File: src/rtl/adda_pkg.sv
// Shared types and constants for the ADC-driven frequency/amplitude meter.
package adda_pkg;

  localparam int unsigned ADC_W  = 8;
  localparam int unsigned FREQ_W = 20;
  localparam int unsigned EDGE_W = 21;

  localparam logic [FREQ_W-1:0] FREQ_MAX = 20'd999_999;

  localparam logic [1:0] ST_IDLE  = 2'd0;
  localparam logic [1:0] ST_GATE  = 2'd1;
  localparam logic [1:0] ST_LATCH = 2'd2;

  typedef enum logic [1:0] {
    IDLE  = ST_IDLE,
    GATE  = ST_GATE,
    LATCH = ST_LATCH
  } state_e;

  // Result of one closed gate window, as presented to the display path.
  typedef struct packed {
    logic [FREQ_W-1:0] freq;
    logic [ADC_W-1:0]  vpp;
    logic              ovf;
  } meas_result_t;

  function automatic logic [ADC_W-1:0] sat_add(input logic [ADC_W-1:0] a,
                                               input logic [ADC_W-1:0] b);
    logic [ADC_W:0] s;
    s = {1'b0, a} + {1'b0, b};
    return s[ADC_W] ? {ADC_W{1'b1}} : s[ADC_W-1:0];
  endfunction

  function automatic logic [ADC_W-1:0] sat_sub(input logic [ADC_W-1:0] a,
                                               input logic [ADC_W-1:0] b);
    logic [ADC_W:0] s;
    s = {1'b0, a} - {1'b0, b};
    return s[ADC_W] ? {ADC_W{1'b0}} : s[ADC_W-1:0];
  endfunction

endpackage

File: src/rtl/schmitt_edge_det.sv
// Schmitt trigger around a movable threshold; pulses rise on each LOW->HIGH flip.
module schmitt_edge_det
  import adda_pkg::*;
(
  input  logic             clk,
  input  logic             rst_n,
  input  logic             valid,
  input  logic [ADC_W-1:0] data,
  input  logic [ADC_W-1:0] thr,
  input  logic [ADC_W-1:0] hyst,
  output logic             rise
);

  logic             high_q;
  logic             high_d;
  logic [ADC_W-1:0] thr_hi;
  logic [ADC_W-1:0] thr_lo;

  // rise is combinational so a sample in the same cycle is counted immediately
  always_comb begin
    thr_hi = sat_add(thr, hyst);
    thr_lo = sat_sub(thr, hyst);
    high_d = high_q;
    rise   = 1'b0;
    if (valid) begin
      if (!high_q && (data >= thr_hi)) begin
        high_d = 1'b1;
        rise   = 1'b1;
      end else if (high_q && (data <= thr_lo)) begin
        high_d = 1'b0;
      end
    end
  end

  always_ff @(posedge clk) begin
    if (!rst_n) high_q <= 1'b0;
    else        high_q <= high_d;
  end

endmodule

File: src/rtl/wave_freq_meter.sv
// Gate-counting frequency meter with peak-to-peak amplitude and adaptive threshold.
// Build option FREQ_AVG_EN: freq_hz becomes a 3:1 running average of window results.
module wave_freq_meter
  import adda_pkg::*;
#(
  parameter int unsigned GATE_CYCLES = 50_000_000,
  parameter int unsigned HYST        = 8,
  parameter int unsigned THR_INIT    = 128
) (
  input  logic              sys_clk,
  input  logic              sys_rst_n,
  input  logic              meas_en,
  input  logic              sample_valid,
  input  logic [ADC_W-1:0]  sample_data,
  output logic [FREQ_W-1:0] freq_hz,
  output logic [ADC_W-1:0]  vpp,
  output logic              freq_valid,
  output logic              freq_ovf
);

  localparam int unsigned GCW = (GATE_CYCLES > 1) ? $clog2(GATE_CYCLES) : 1;
  localparam int unsigned SUM_W = FREQ_W + 2;
  localparam logic [GCW-1:0]   GATE_LAST  = GCW'(GATE_CYCLES - 1);
  localparam logic [ADC_W-1:0] HYST_C     = ADC_W'(HYST);
  localparam logic [ADC_W-1:0] THR_INIT_C = ADC_W'(THR_INIT);
  localparam logic [EDGE_W-1:0] EDGE_LIM  = EDGE_W'(FREQ_MAX);

  state_e            state_q;
  logic [GCW-1:0]    gate_cnt_q;
  logic [EDGE_W-1:0] edge_cnt_q, edge_cnt_d;
  logic [ADC_W-1:0]  max_q, max_d;
  logic [ADC_W-1:0]  min_q, min_d;
  logic [ADC_W-1:0]  thr_q, thr_mid;
  logic              freq_valid_q;
  meas_result_t      res_q, res_d;
  logic              smp_ok, rise, seen;
  logic [FREQ_W-1:0] new_sat;
  logic [SUM_W-1:0]  avg_sum;
  logic [ADC_W:0]    mid_sum;

  schmitt_edge_det u_schmitt (
    .clk   (sys_clk),
    .rst_n (sys_rst_n),
    .valid (smp_ok),
    .data  (sample_data),
    .thr   (thr_q),
    .hyst  (HYST_C),
    .rise  (rise)
  );

  // Window accumulators including the current cycle's sample, so a strobe in
  // the terminal gate cycle lands in the closing window.
  always_comb begin
    smp_ok     = sample_valid && (state_q == GATE);
    edge_cnt_d = (rise && (edge_cnt_q != {EDGE_W{1'b1}})) ? edge_cnt_q + EDGE_W'(1) : edge_cnt_q;
    max_d      = (smp_ok && (sample_data > max_q)) ? sample_data : max_q;
    min_d      = (smp_ok && (sample_data < min_q)) ? sample_data : min_q;
    seen       = (max_d >= min_d);
    mid_sum    = {1'b0, max_d} + {1'b0, min_d};
    thr_mid    = ADC_W'(mid_sum >> 1);
    new_sat    = (edge_cnt_d > EDGE_LIM) ? FREQ_MAX : edge_cnt_d[FREQ_W-1:0];
    avg_sum    = '0;
`ifdef FREQ_AVG_EN
    avg_sum    = SUM_W'(res_q.freq) * SUM_W'(3) + SUM_W'(new_sat);
    res_d.freq = FREQ_W'(avg_sum >> 2);
`else
    res_d.freq = new_sat;
`endif
    res_d.vpp  = seen ? (max_d - min_d) : '0;
    res_d.ovf  = (edge_cnt_d > EDGE_LIM);
  end

  always_ff @(posedge sys_clk) begin
    if (!sys_rst_n) begin
      state_q      <= IDLE;
      gate_cnt_q   <= '0;
      edge_cnt_q   <= '0;
      max_q        <= '0;
      min_q        <= '1;
      thr_q        <= THR_INIT_C;
      res_q        <= '0;
      freq_valid_q <= 1'b0;
    end else begin
      freq_valid_q <= 1'b0;
      case (state_q)
        IDLE: begin
          gate_cnt_q <= '0;
          edge_cnt_q <= '0;
          max_q      <= '0;
          min_q      <= '1;
          if (meas_en) state_q <= GATE;
        end
        GATE: begin
          if (!meas_en) begin
            state_q    <= IDLE;
            gate_cnt_q <= '0;
            edge_cnt_q <= '0;
            max_q      <= '0;
            min_q      <= '1;
          end else if (gate_cnt_q == GATE_LAST) begin
            state_q      <= LATCH;
            res_q        <= res_d;
            freq_valid_q <= 1'b1;
            if (seen) thr_q <= thr_mid;
            gate_cnt_q   <= '0;
            edge_cnt_q   <= '0;
            max_q        <= '0;
            min_q        <= '1;
          end else begin
            gate_cnt_q <= gate_cnt_q + GCW'(1);
            edge_cnt_q <= edge_cnt_d;
            max_q      <= max_d;
            min_q      <= min_d;
          end
        end
        LATCH: begin
          gate_cnt_q <= '0;
          edge_cnt_q <= '0;
          max_q      <= '0;
          min_q      <= '1;
          state_q    <= meas_en ? GATE : IDLE;
        end
        default: state_q <= IDLE;
      endcase
    end
  end

  assign freq_hz    = res_q.freq;
  assign vpp        = res_q.vpp;
  assign freq_ovf   = res_q.ovf;
  assign freq_valid = freq_valid_q;

endmodule

File: config.mk
export PLATFORM = sky130hd
export DESIGN_NAME = wave_freq_meter
export DESIGN_NICKNAME = d
export VERILOG_FILES = /design/src/rtl/adda_pkg.sv /design/src/rtl/schmitt_edge_det.sv /design/src/rtl/wave_freq_meter.sv
export SDC_FILE = /design/constraint.sdc
export NUM_CORES = 1
export LEC_CHECK = 0
export ABC_AREA = 1
export CAP_MARGIN = 30
export CORE_MARGIN = 1
export CORE_UTILIZATION = 35
export DETAILED_ROUTE_END_ITERATION = 7
export HOLD_SLACK_MARGIN = 0.08
export PLACE_DENSITY = 0.62
export REMOVE_ABC_BUFFERS = 1
export SYNTH_ARGS = -nofsm -noshare
export SYNTH_HDL_FRONTEND = slang
export SYNTH_SLANG_ARGS = --single-unit
File: constraint.sdc
create_clock -name sys_clk -period 7.6 [get_ports sys_clk]
set_input_delay 2.28 -clock sys_clk [delete_from_list [all_inputs] [get_ports sys_clk]]
set_output_delay 2.28 -clock sys_clk [all_outputs]
set_load 0.05 [all_outputs]
Word-level counts from Yosys, hierarchy flattened --
Cells that the tools add are included.
Storage, ports and cells: flip-flop bits (word level) 104, input bits 12, logic and storage cells 74
Cells by class: $add $sub $neg 6, magnitude comparators 6, equal/unequal tests 6, mux-type cells 29, reduce and logical (&&, ||, !) cells 16
Operator list (count):
- two-way mux 8 bit | 9
- two-way mux 21 bit | 3
- two-way mux 26 bit | 2
- one-hot mux 26 bit (2 select lines) | 1
- one-hot mux 21 bit (2 select lines) | 1
- one-hot mux 8 bit (2 select lines) | 2
- adder 26 x 1 -> 26 bit (second input constant) | 1
- == test 26 bit (second input constant) | 1
- adder 21 x 1 -> 21 bit (second input constant) | 1
- > comparator 21 x 20 -> 1 bit (second input constant) | 1
- != test 21 bit (second input constant) | 1
- two-way mux 20 bit | 1
- >= comparator 8 bit | 2
- adder 8 x 4 -> 9 bit (second input constant) | 1
- adder 8 x 8 -> 9 bit | 1
- subtractor 8 x 4 -> 9 bit (second input constant) | 1
- > comparator 8 bit | 1
- less-or-equal comparator 8 bit | 1
- < comparator 8 bit | 1
- subtractor 8 bit | 1
- logical AND 1 bit | 6
- two-way mux 1 bit | 6
- two-way mux 2 bit | 3
- one-hot mux 2 bit (3 select lines) | 1
- 11 further kinds | 14

Depth between registers and ports, before layout --
word-level depth 11, depth in mapped cells 25, depth with buffers taken out 24

Cells and area by module --
A second synthesis with hierarchy kept.
Second synthesis, totals: cells, all modules 1213, area, all modules 7916.3 um^2
Modules (own cells, without submodules):
- wave_freq_meter | instances 1, cells each 1035, area each 6727.7 um^2, sequential area each 2062.0 um^2
- schmitt_edge_det | instances 1, cells each 178, area each 1188.6 um^2, sequential area each 20.0 um^2

Worst setup path after synthesis --
No wires, ideal clock.
path type input-to-reg, start point input sample_data[7], end point register thr_q[4], library setup time 0.127 ns, arrival time 5.500 ns, data required time 7.473 ns, setup slack 1.973 ns, stages on the path 20, cell sequence ha_1 nand4_1 o311ai_1 clkbuf_1 o21ai_0 ha_1 inv_1 nand2_1 inv_1 nand2_1 nand2_1 a21oi_1 o21ai_1 o21ai_0 and2_1 o21bai_1 nand2_1 clkbuf_1 o21ai_0 a21oi_1
Between the ends: longest elaborated chain between the ends 5, elaborated cells between the ends (all ways) 9, classes of those cells add/sub (1); order compare (3); mux (2); reduce/logical (3)
Ends and longest elaborated chain:
- from (decl) | RTL line wave_freq_meter.sv:14 | input logic [ADC_W-1:0] sample_data,
- > comparator 8 bit / < comparator 8 bit (equally long branches) | RTL line wave_freq_meter.sv:56, wave_freq_meter.sv:57
- logical AND 1 bit (on tied branches) | RTL line wave_freq_meter.sv:56, wave_freq_meter.sv:57
- two-way mux 8 bit (on tied branches) | RTL line wave_freq_meter.sv:56, wave_freq_meter.sv:57
- >= comparator 8 bit | RTL line wave_freq_meter.sv:58 | seen = (max_d >= min_d);
- AND reduction 4 bit (no source line)
- to (signal assigned) | RTL line wave_freq_meter.sv:104 | if (seen) thr_q <= thr_mid;
- to (decl) | RTL line wave_freq_meter.sv:33 | logic [ADC_W-1:0] thr_q, thr_mid;
Several ways; a longest one is shown, not always the timed one. A chain may end at the register's enable or synchronous reset.

Final worst setup path --
start point input sample_data[3], end point register thr_q[1]
The elaborated chain is that of the path after synthesis.

==> impl_metrics.yaml <==
run_status:
  status: "finished, final reports clean"
route:
  drc: 0
  drt-initial-drc-count: 419
  first_pass_iters: 5
  totalWireLength_mm: 17.6
  wl_per_cell_um: 13.1
  ant_nets: 0
  viasPerCell: 4.85
  route.vias.total: 6507
floorplanning:
  core_area_mm2: 0.0195
  dieArea_mm2: 0.0205
  rows: 51
  io_pins: 42
  chipWidth_um: 143
  die_y_um: 143
  start_util: 0.358
worst_setup_path:
  path_common_cell: "o21ai_0"
  cp_top_family: "compound AO/OA/AOI/OAI gates"
  path_class: "in2reg"
  cp.required_ps: 7850
  slowest_stage: "clkdlybuf4s50_1"
  cp.arrival_ps: 6520
  crit_chain: "clkdlybuf4s50_1 -> ha_1 -> a21oi_1 -> o21ai_0 -> nand4_1 -> nand3_1 -> o21ai_0 -> ha_1 -> inv_1 -> fa_1 -> nand2_1 -> nand2_1 -> a21oi_1 -> o21ai_1 -> o21ai_0 -> and2_1 -> o21bai_1 -> nand2_1 -> inv_2 -> o21ai_0 -> nor2_1"
  start_kind: "primary input"
  critical_path_peak_fanout: 16
  path_buf_inv: 3
  end_kind: "flop"
  critPathMaxStageDelay_ps: 510
sta:
  fmax_ghz: 0.160
  period_needed_ps: 6270
  finalSetupTns_ps: 0
  skew_ps: 10.2
  tightest_slew_ps: 806
  min_period_over_period: 0.824
  hold_violations: 0
  slew_headroom: 0.462
  rsz0062_at_grt: "false"
  final_max_slew_viol_count: 0
  setup_violations: 0
  timing.hold.ws_ps: 465
yosys:
  yosys_warnings: 0
  ys.flop_type: "dfxtp_1"
  avgSynthCellArea_um2: 6.68
  synthDistinctLibCells: 49
  syn-cell-area_mm2: 0.00699
  ys_seq_elements: 104
  syn_inst: 1047
  synth-edff-count: 0
  synthArstFlopShare: 0
  seq_area_frac_synth: 0.298
grt:
  grt_antenna_before_repair: 0
  grt_usage: 0.182
  overflow: 0
  grt_pass1_vias: 6052
  grt_max_degree: 72
  grt_pass1_wl_mm: 29.6
clocking:
  root_buffer: "clkbuf_16"
  cts_tree: "done"
  clk_latency_ps: 360
  h-tree-depth: 3
  cts-buffers-inserted: 9
  post_cts_resized: 0
  clkSlewWorstSetupHoldPaths_ps: 70
  clock-sinks: 104
  hold_buffers: 0
  cts_setup_buffers: 0
  cts_buffer_depth: 2
placed_design:
  hpwl_mm: 12.7
  port_buffers: 41
  place.gp.congestion: 0.868
power:
  p_int_mw: 0.900
  pwr-share-clk: 0.457
  swShare: 0.237
  p_sw_mw: 0.280
  seqPwrFrac: 0.464
  power.density_mw_per_mm2: 148
  cellLeakagePower_nw: 3.29
  p_comb_frac: 0.079
  max-vdd-ir-drop_mv: 0.111
final_layout:
  final_cell_mix: "278 x nand2_1, 138 x inv_1, 104 x dfxtp_1"
  fin_nets: 1137
  layout_commonest_cell: "nand2_1"
  area_growth_syn_to_layout_pct: 14.0
  n_fill_cell: 2160
  diodes: 0
  drive_gt1_frac: 0.0659
  utilization: 0.408
hold_path:
  hold_class: "reg2reg"
flow_run:
  maxCapViolations: 0
[kinds of logic (layout without fill, tap and decap cells)]
| kind of cell | Yosys count | count (layout) | share of synthesized area |
|---|---|---|---|
| flip-flops | 104 | 104 | 0.298 |
| XOR/XNOR | 27 | 27 | 0.0338 |
| AO/OA/AOI/OAI | 215 | 215 | 0.184 |
| buffers and inverters | 182 | 212 | 0.103 |
| adder cells (fa/ha/maj) | 53 | 53 | 0.0970 |
| AND/OR/NAND/NOR | 466 | 466 | 0.284 |
[sequential cells by signal, summed over array words and instances (netlist names), 2 cells and up]
signal	count
edge_cnt_q	21
freq_hz	20
gate_cnt_q	26
state_q	2
max_q	8
min_q	8
vpp	8
thr_q	8
[cells in the mapped netlist, types with 2 or more instances]
cell type / n / share of area
o21ai_1: 2 / 0.0014
nor4_1: 5 / 0.0045
nand2_2: 10 / 0.0089
clkbuf_1: 28 / 0.015
inv_1: 138 / 0.074
fa_1: 2 / 0.0057
o21a_1: 3 / 0.0032
clkinv_1: 3 / 0.0016
nand3_4: 2 / 0.0050
nor2_2: 5 / 0.0045
dfxtp_1: 104 / 0.30
o21bai_1: 8 / 0.0086
nor2_4: 3 / 0.0048
ha_1: 51 / 0.091
a21oi_1: 96 / 0.069
o211ai_1: 3 / 0.0032
or2_2: 3 / 0.0027
inv_2: 8 / 0.0043
a211oi_1: 3 / 0.0032
nand2_1: 278 / 0.15
o21ai_0: 62 / 0.044
nor2_1: 87 / 0.047
o21bai_2: 8 / 0.013
a221oi_1: 5 / 0.0063
nand3_1: 30 / 0.021
nand4_1: 27 / 0.024
xor2_1: 20 / 0.025
o22ai_1: 7 / 0.0063
nor3_1: 13 / 0.0093
xnor2_1: 7 / 0.0088
o31ai_1: 3 / 0.0032
o21ai_2: 5 / 0.0063
o221ai_1: 2 / 0.0025
[worst register-to-register path, stage by stage (launching register included)]
cell	delay, ps
dfxtp_1	370
inv_1	60
ha_1	280
a21oi_1	130
o21ai_0	120
nand4_1	90
nand3_1	370
o21ai_0	480
ha_1	240
inv_1	50
fa_1	390
nand2_1	90
nand2_1	80
a21oi_1	170
o21ai_1	110
o21ai_0	140
and2_1	140
o21bai_1	90
nand2_1	300
inv_2	150
o21ai_0	180
nor2_1	50
[worst paths after layout]
check / slack (ps) / depth (start not counted) / to / start
worst min-delay path: 470 / 2 / gate_cnt_q[23] / gate_cnt_q[23]
worst min register to register: 470 / 2 / gate_cnt_q[23] / gate_cnt_q[23]
worst max-delay path: 1330 / 21 / thr_q[1] / sample_data[3]
worst max register to register: 3430 / 21 / thr_q[1] / min_q[3]
[through the flow]
step | std cells | total power [mW] | setup WS, ps | instance area (µm²)
6_report | 1342 | 1.18 | 1330 | 7970
5_1_grt | 1342 | 1.23 | 908 | 7970
4_1_cts | 1342 | 1.20 | 1370 | 7970
3_5_place_dp | 1326 | 0.653 | 998 | 7630
3_3_place_gp | 1326 | 0.652 | 1080 | 7630
2_1_floorplan | 1014 | 0.619 | 1700 | 6830
[power by group through the flow]
stage	clock [mW]	sequential (mW)	combinational (mW)
after floorplan	0	0.560	0.0590
after global placement	0	0.560	0.0919
after detailed placement	0	0.560	0.0928
after CTS	0.555	0.547	0.0935
after global routing	0.577	0.547	0.106
final	0.539	0.547	0.0938
[area by class of cell]
cell class                      instances  area (µm²)  share of cell area
Clock inverter                          7         119              0.0149
Clock buffer                            9         225              0.0283
Multi-Input combinational cell        761        4200               0.527
Inverter                              149         559              0.0702
Sequential cell                       104        2080               0.261
Timing Repair Buffer                   47         455              0.0571
Tap cell                              265         332              0.0416
[per-layer routing]
layer	share of wire	track usage	up-vias
met5	0	0	-
li1	-	-	3463
met4	0.021	0.0705	0
met2	0.45	0.299	96
met1	0.50	0.244	2928
met3	0.023	0.0210	20
Power figures use the tool's default switching activity.
